`config.mk`:
```
export PLATFORM = sky130hd
export DESIGN_NAME = div_unit
export DESIGN_NICKNAME = d
export VERILOG_FILES = /design/src/rtl/div_unit_pkg.sv /design/src/rtl/div_unit.sv
export SDC_FILE = /design/constraint.sdc
export NUM_CORES = 1
export LEC_CHECK = 0
export BUFFER_PORTS_ARGS = -buffer_cell sky130_fd_sc_hd__buf_2
export CAP_MARGIN = 5
export CELL_PAD_IN_SITES_DETAIL_PLACEMENT = 2
export CELL_PAD_IN_SITES_GLOBAL_PLACEMENT = 2
export CORE_MARGIN = 2
export CORE_UTILIZATION = 37
export CTS_CLUSTER_DIAMETER = 30
export DETAILED_ROUTE_END_ITERATION = 8
export PLACE_DENSITY = 0.93
export SLEW_MARGIN = 20
export SYNTH_ARGS = -nofsm -noshare
export SYNTH_HDL_FRONTEND = slang
export SYNTH_SLANG_ARGS = --single-unit
```
`constraint.sdc`:
```
create_clock -name clk -period 7.2 [get_ports clk]
set_input_delay 1.44 -clock clk [delete_from_list [all_inputs] [get_ports clk]]
set_output_delay 1.44 -clock clk [all_outputs]
set_load 0.02 [all_outputs]
```
`src/rtl/div_unit_pkg.sv`:
```
// Shared ALU control codes and divider state encoding for the execute stage.
package div_unit_pkg;

  localparam int ALU_CTRL_W = 6;

  localparam logic [ALU_CTRL_W-1:0] ALU_SIGNED_DIV   = 6'b011010;
  localparam logic [ALU_CTRL_W-1:0] ALU_UNSIGNED_DIV = 6'b011011;

  typedef enum logic [1:0] {
    DIV_IDLE = 2'd0,
    DIV_BUSY = 2'd1,
    DIV_DONE = 2'd2
  } div_state_e;

  function automatic logic is_div_op(input logic [ALU_CTRL_W-1:0] ctrl);
    return (ctrl == ALU_SIGNED_DIV) || (ctrl == ALU_UNSIGNED_DIV);
  endfunction

endpackage

```
`src/rtl/div_unit.sv`:
```
// Radix-2 restoring divider: request seen in cycle T stalls T..T+WIDTH, result valid at T+WIDTH+1.
// Result is held in DONE while stallE_other is high; flushE aborts at any point.
module div_unit
  import div_unit_pkg::*;
#(
  parameter int WIDTH = 32
) (
  input  logic                   clk,
  input  logic                   rst,
  input  logic                   flushE,
  input  logic                   stallE_other,
  input  logic [ALU_CTRL_W-1:0]  alu_controlE,
  input  logic [WIDTH-1:0]       src_aE,
  input  logic [WIDTH-1:0]       src_bE,
  output logic                   div_stallE,
  output logic                   div_readyE,
  output logic [2*WIDTH-1:0]     div_resultE
);

  localparam int CNT_W = $clog2(WIDTH);
  localparam logic [CNT_W-1:0] CNT_LAST = CNT_W'(WIDTH - 1);

  div_state_e           state_q;
  logic [CNT_W-1:0]     cnt_q;
  logic [WIDTH-1:0]     rem_q;
  logic [WIDTH-1:0]     dvd_q;
  logic [WIDTH-1:0]     dvs_q;
  logic                 neg_quo_q;
  logic                 neg_rem_q;
  logic                 ready_q;
  logic [2*WIDTH-1:0]   result_q;

  logic                 div_req;
  logic                 signed_req;
  logic                 a_neg;
  logic                 b_neg;
  logic [WIDTH-1:0]     a_mag;
  logic [WIDTH-1:0]     b_mag;
  logic [WIDTH:0]       rem_sh;
  logic [WIDTH:0]       trial;
  logic [WIDTH-1:0]     rem_d;
  logic [WIDTH-1:0]     dvd_d;
  logic [WIDTH-1:0]     quo_fix;
  logic [WIDTH-1:0]     rem_fix;

  always_comb begin
    div_req    = is_div_op(alu_controlE) && !flushE;
    signed_req = (alu_controlE == ALU_SIGNED_DIV);
    a_neg      = signed_req && src_aE[WIDTH-1];
    b_neg      = signed_req && src_bE[WIDTH-1];
    a_mag      = a_neg ? -src_aE : src_aE;
    b_mag      = b_neg ? -src_bE : src_bE;

    // Partial remainder stays below the divisor, so WIDTH bits hold it;
    // the shifted value needs one more, and that bit is the trial sign.
    rem_sh = {rem_q, dvd_q[WIDTH-1]};
    trial  = rem_sh - {1'b0, dvs_q};
    if (!trial[WIDTH]) begin
      rem_d = trial[WIDTH-1:0];
      dvd_d = {dvd_q[WIDTH-2:0], 1'b1};
    end else begin
      rem_d = rem_sh[WIDTH-1:0];
      dvd_d = {dvd_q[WIDTH-2:0], 1'b0};
    end

    quo_fix = neg_quo_q ? -dvd_d : dvd_d;
    rem_fix = neg_rem_q ? -rem_d : rem_d;

    div_stallE = ((state_q == DIV_IDLE) && div_req) || (state_q == DIV_BUSY);
  end

  always_ff @(posedge clk) begin
    if (rst || flushE) begin
      state_q   <= DIV_IDLE;
      cnt_q     <= '0;
      ready_q   <= 1'b0;
      result_q  <= '0;
      rem_q     <= '0;
      dvd_q     <= '0;
      dvs_q     <= '0;
      neg_quo_q <= 1'b0;
      neg_rem_q <= 1'b0;
    end else begin
      case (state_q)
        DIV_IDLE: begin
          ready_q <= 1'b0;
          if (div_req) begin
            rem_q     <= '0;
            dvd_q     <= a_mag;
            dvs_q     <= b_mag;
            // Divide-by-zero keeps an all-ones quotient; the remainder
            // fix-up alone turns |a| back into the raw dividend.
            neg_quo_q <= (a_neg ^ b_neg) && (src_bE != '0);
            neg_rem_q <= a_neg;
            cnt_q     <= '0;
            state_q   <= DIV_BUSY;
          end
        end
        DIV_BUSY: begin
          rem_q <= rem_d;
          dvd_q <= dvd_d;
          cnt_q <= cnt_q + 1'b1;
          if (cnt_q == CNT_LAST) begin
            state_q  <= DIV_DONE;
            ready_q  <= 1'b1;
            result_q <= {rem_fix, quo_fix};
          end
        end
        DIV_DONE: begin
          if (!stallE_other) begin
            state_q <= DIV_IDLE;
            ready_q <= 1'b0;
          end
        end
        default: begin
          state_q <= DIV_IDLE;
          ready_q <= 1'b0;
        end
      endcase
    end
  end

  assign div_readyE  = ready_q;
  assign div_resultE = result_q;

endmodule

```
Word-level counts from Yosys, hierarchy flattened
Cells that the tools add are included.
- bits in registers: 170
- input bits: 74
- add/subtract/negate cells: 6
- equality and inequality tests: 8
- muxes and demuxes: 19
- bitwise logic cells: 1
- reductions and logical operators: 17
- operator list (kind ; number):
    32-bit 2-to-1 mux ; 7
    32-bit negator ; 4
    32-bit one-hot mux with 2 select lines ; 2
    33-bit by 32-bit subtractor with 33-bit output ; 1
    32-bit nonzero test ; 1
    6-bit by 5-bit equality test with 1-bit output (second input constant) ; 2
    5-bit one-hot mux with 2 select lines ; 1
    2-bit AND reduction ; 4
    2-bit 2-to-1 mux ; 3
    2-bit one-hot mux with 3 select lines ; 1
    5-bit by 1-bit adder with 5-bit output (second input constant) ; 1
    5-bit equality test (second input constant) ; 1
    1-bit logical AND ; 5
    5-bit 2-to-1 mux ; 1
    2-bit != test (second input constant) ; 2
    1-bit logical OR ; 3
    1-bit 2-to-1 mux ; 3
    3-bit AND reduction ; 1
    2-bit by 1-bit equality test with 1-bit output (second input constant) ; 1
    2-bit equality test (second input constant) ; 1
    2-bit zero test ; 1
    2-bit by 1-bit != test with 1-bit output (second input constant) ; 1
    1-bit one-hot mux with 2 select lines ; 1
    2-bit nonzero test ; 1
    other kinds (2) ; 2

Logic depth before layout (Yosys ltp)
- depth in word-level cells: 5
- gate-level depth with buffers: 25

Worst setup path after synthesis
No wires, ideal clock.
- path kind: reg-to-reg
- from: register dvd_q[31]
- to: register result_q[56], in the netlist div_resultE[56]
- setup time: 0.071 ns
- arrival time: 4.485 ns
- required time: 7.129 ns
- setup slack: 2.645 ns
- stages on the path, launching flop included: 25
- clock period less this slack: 4.555 ns
- path through: dfxtp_1 -> inv_1 -> ha_1 -> inv_1 -> fa_1 -> a211oi_2 -> o211ai_1 -> a211o_1 -> o2bb2ai_1 -> o211a_4 -> inv_2 -> buf_6 -> buf_6 -> buf_2 -> buf_2 -> o21ai_0 -> inv_1 -> ha_1 -> and2_1 -> nand4_1 -> o32a_1 -> o41ai_1 -> xor2_1 -> nand2_1 -> a21oi_1
- cells in the longest elaborated chain, start to end: 4
- ends and longest elaborated chain (element ; RTL line ; RTL):
    from (decl) ; div_unit.sv:26 ; logic [WIDTH-1:0] dvd_q;
    from (signal assigned) ; div_unit.sv:89 ; dvd_q <= a_mag;
    from (signal assigned) ; div_unit.sv:101 ; dvd_q <= dvd_d;
    33-bit by 32-bit subtractor with 33-bit output ; div_unit.sv:57 ; trial = rem_sh - {1'b0, dvs_q};
    32-bit 2-to-1 mux * ; div_unit.sv:58 ; if (!trial[WIDTH]) begin
    32-bit negator ; div_unit.sv:67 ; rem_fix = neg_rem_q ? -rem_d : rem_d;
    32-bit 2-to-1 mux * ; div_unit.sv:67 ;
    to (signal assigned) ; div_unit.sv:106 ; result_q <= {rem_fix, quo_fix};
    to (decl) ; div_unit.sv:31 ; logic [2*WIDTH-1:0] result_q;
Mark *: on every way between the ends. The rest lies on a longest branch, timed or not.
A chain may end at the register's enable or synchronous reset.

Worst setup path in the final report
Same ends and word-level chain as after synthesis.

==> summary.txt <==
status -> finished clean
clk buf depth -> 2
net count after synthesis -> 1607
Top cell by count, worst path -> inv_1
DRC -> 0
post-CTS setup buffer count -> 0
clock latency at the later pin of the worst-skew pair -> 0.47 ns
Port Buf Inserts -> 139
Critical-path top delay cell -> o211a_4
remaining antenna violation count -> 0
GPL Wtd Cong -> 0.890
dpl ws -> 1.84 ns
total power -> 2.28 mW
Worst Hold Launch -> div_resultE[39]
Final WS setup -> 1.27 ns
Total Routing Usage GR -> 0.339
worst-path fanout max -> 34
Crit Path Class -> reg2reg
worst hold slack -> 0.458 ns
PwrDens -> 176 nW/µm²
largest net degree at the start of global routing -> 85
Yosys top cell area share -> 0.298
Synth area leaders -> dfxtp_1 30%, a21oi_1 6.6%, nor2_1 5.7%, nand2_1 5.4%, xor2_1 5.1%
CP arrival -> 6.31 ns
FF-to-FF End -> div_resultE[56]
vias -> 12855
Placed Area -> 12300 µm²
post-route cell area -> 13000 µm²
fin crit share -> 0.824
most frequent cell after synthesis -> nor2_1
# IOs -> 140
Initial Util -> 0.375
WHS Path Cells -> 2
ys async rst share -> 0
fin crit period -> 5.93 ns
critical path startpoint category -> flop
final setup fails -> 0
Chip Width -> 180 µm
CTS Buf Count -> 17
Slew headroom -> 0.336
Distinct cells, synth -> 87
Avg Cell Area, Syn -> 7.65 µm²
cells after synthesis -> 1494
r2r setup slk -> 1.27 ns
CP Cell Sequence -> inv_1, ha_1, inv_1, fa_1, a211oi_2, o211ai_1, a211o_1, nand3_1, o211a_4, inv_2, nand2_1, o21ai_0, inv_1, ha_1, and2_1, nand4_1, o32a_1, o41ai_1, xor2_1, nand2_1, a21oi_1
first-pass GRT wire length -> 86400 µm
GRT overflow -> 0
setup_tns -> 0 ns
CP Capture Type -> flop
Hold Fails Final Rpt -> 0
Area growth, synth to finish -> 13.3%
post-synthesis sequential area ratio -> 0.298
non-filler cells, final -> 1982
worst reg-to-reg path cell count -> 21
clock transition at the registers of the reported paths -> 0.09 ns
Fin Clk Skew -> 0.0165 ns
layout cells sized above 1 -> 0.146
EDFF count, synth -> 0
post-synth top area cell -> dfxtp_1
CTS tree -> done
Max-Cap Viols -> 0
Rows -> 64
register bit total from synthesis -> 170
Max Clk Rate -> 169 MHz
Placed Cells -> 1949
Synth top cells by count -> 174 x nor2_1, 170 x dfxtp_1, 163 x nand2_1
Final nets -> 1685
number of global-route vias before repair -> 14014
RSZ-0062 raised after global routing -> no
CTS sink cnt -> 170
post-CTS sizing -> 0
cts hold-fix bufs -> 0
Slew Viols, Final -> 0
drt pass-1 iters -> 5
synthesized cell area -> 11400 µm²
antenna violations before repair -> 3
Worst IR Drop VDD -> 0.171 mV
Worst Hold End -> div_resultE[39]
WP data required -> 7.58 ns
Synthesis Warnings -> 0
post-layout util -> 0.425
post-DP HPWL -> 36500 µm
worst slew pin tran -> 0.996 ns
WL final -> 55700 µm
die area -> 32300 µm²
H-tree depth -> 4
CORE AREA -> 30500 µm²
Hold Crit Class -> reg2reg
max incr delay on CP -> 0.52 ns
top_reg_cell synth -> dfxtp_1
DIE HEIGHT -> 180 µm
Via-to-Cell Ratio -> 6.49
routed len/inst -> 28.1 µm
worst r2r src -> dvd_q[31]
static leakage -> 4.88 nW
CTS root buf -> clkbuf_16
initial DRC count -> 1003
## cell usage in the layout, fill, tap and decap left out, types with 7 or more instances in the layout
cell,instances
nor2_1,172
dfxtp_1,170
nand2_1,163
a21oi_1,150
buf_2,139
o21ai_0,76
xor2_1,67
a211oi_1,63
xnor2_1,56
inv_1,54
a22oi_1,44
ha_1,38
or3_1,28
nor3_1,25
o31ai_1,25
nand3_1,24
clkbuf_16,17
mux2i_1,15
a21o_1,14
or4_1,14
o41ai_1,13
and2_1,12
nand4_1,11
a31oi_1,11
buf_4,11
o21a_1,8
a311oi_1,8
o21ai_1,7
o21bai_1,7
## registers in the layout (all words and copies together) (netlist names)
name / flops
rem_q: 32
neg_rem_q: 1
cnt_q: 5
dvs_q: 32
div_resultE: 64
neg_quo_q: 1
div_readyE: 1
state_q: 2
dvd_q: 32
## how the worst max path moves through the flow
stage / startpoint / to / slack [ns] / cells past startpoint
CTS: dvd_q[31] / div_resultE[56] / 1.42 / 21
detailed placement: dvd_q[31] / div_resultE[26] / 1.84 / 18
global route: dvd_q[31] / div_resultE[56] / 1.08 / 21
global placement: dvd_q[31] / div_resultE[56] / 2.34 / 20
finish: dvd_q[31] / div_resultE[56] / 1.27 / 21
floorplan: dvd_q[31] / div_resultE[56] / 2.64 / 24
## per-layer routing
layer,part of all wire,wire length [µm],vias up,GRT usage
met4,0.054,3030,4,0.181
met1,0.40,22100,6451,0.395
met2,0.49,27200,622,0.585
met3,0.062,3430,234,0.0650
li1,-,-,5544,-
met5,0.00054,30,-,0
## final cells by class
cell class | count | area [µm²]
Sequential cell | 170 | 3400
Tap cell | 396 | 495
Fill cell | 3445 | 17600
Inverter | 55 | 206
Timing Repair Buffer | 150 | 778
Clock inverter | 15 | 178
Clock buffer | 17 | 425
Antenna cell | 1 | 2.50
Multi-Input combinational cell | 1178 | 7460
## cells by family (layout without fill, tap and decap cells)
| kind of cell | count (synthesis) | after routing | synth area share |
|---|---|---|---|
| AND/OR/NAND/NOR | 507 | 507 | 0.206 |
| AO/OA/AOI/OAI | 488 | 488 | 0.287 |
| flip-flops | 170 | 170 | 0.298 |
| buffers and inverters | 146 | 237 | 0.0520 |
| XOR/XNOR | 123 | 123 | 0.0942 |
| adder cells (fa/ha/maj) | 39 | 39 | 0.0433 |
| multiplexers | 21 | 21 | 0.0193 |
| other | 0 | 1 | 0 |
## worst max-delay path, delay by kind of cell (launching register included)
kind | cells | cell delay (ns)
AO/OA/AOI/OAI | 8 | 2.73
XOR/XNOR | 1 | 0.24
adder cells (fa/ha/maj) | 3 | 0.98
buffers and inverters | 4 | 0.72
flip-flops | 1 | 0.39
AND/OR/NAND/NOR | 5 | 0.74
## report_power, final
group | total (mW) | leakage [nW] | switching, mW | internal (mW)
Clock | 0.990 | 0.289 | 0.521 | 0.469
Combinational | 0.349 | 3.22 | 0.242 | 0.107
Sequential | 0.942 | 1.37 | 0.00189 | 0.941
(Power assumes the default switching activity.)
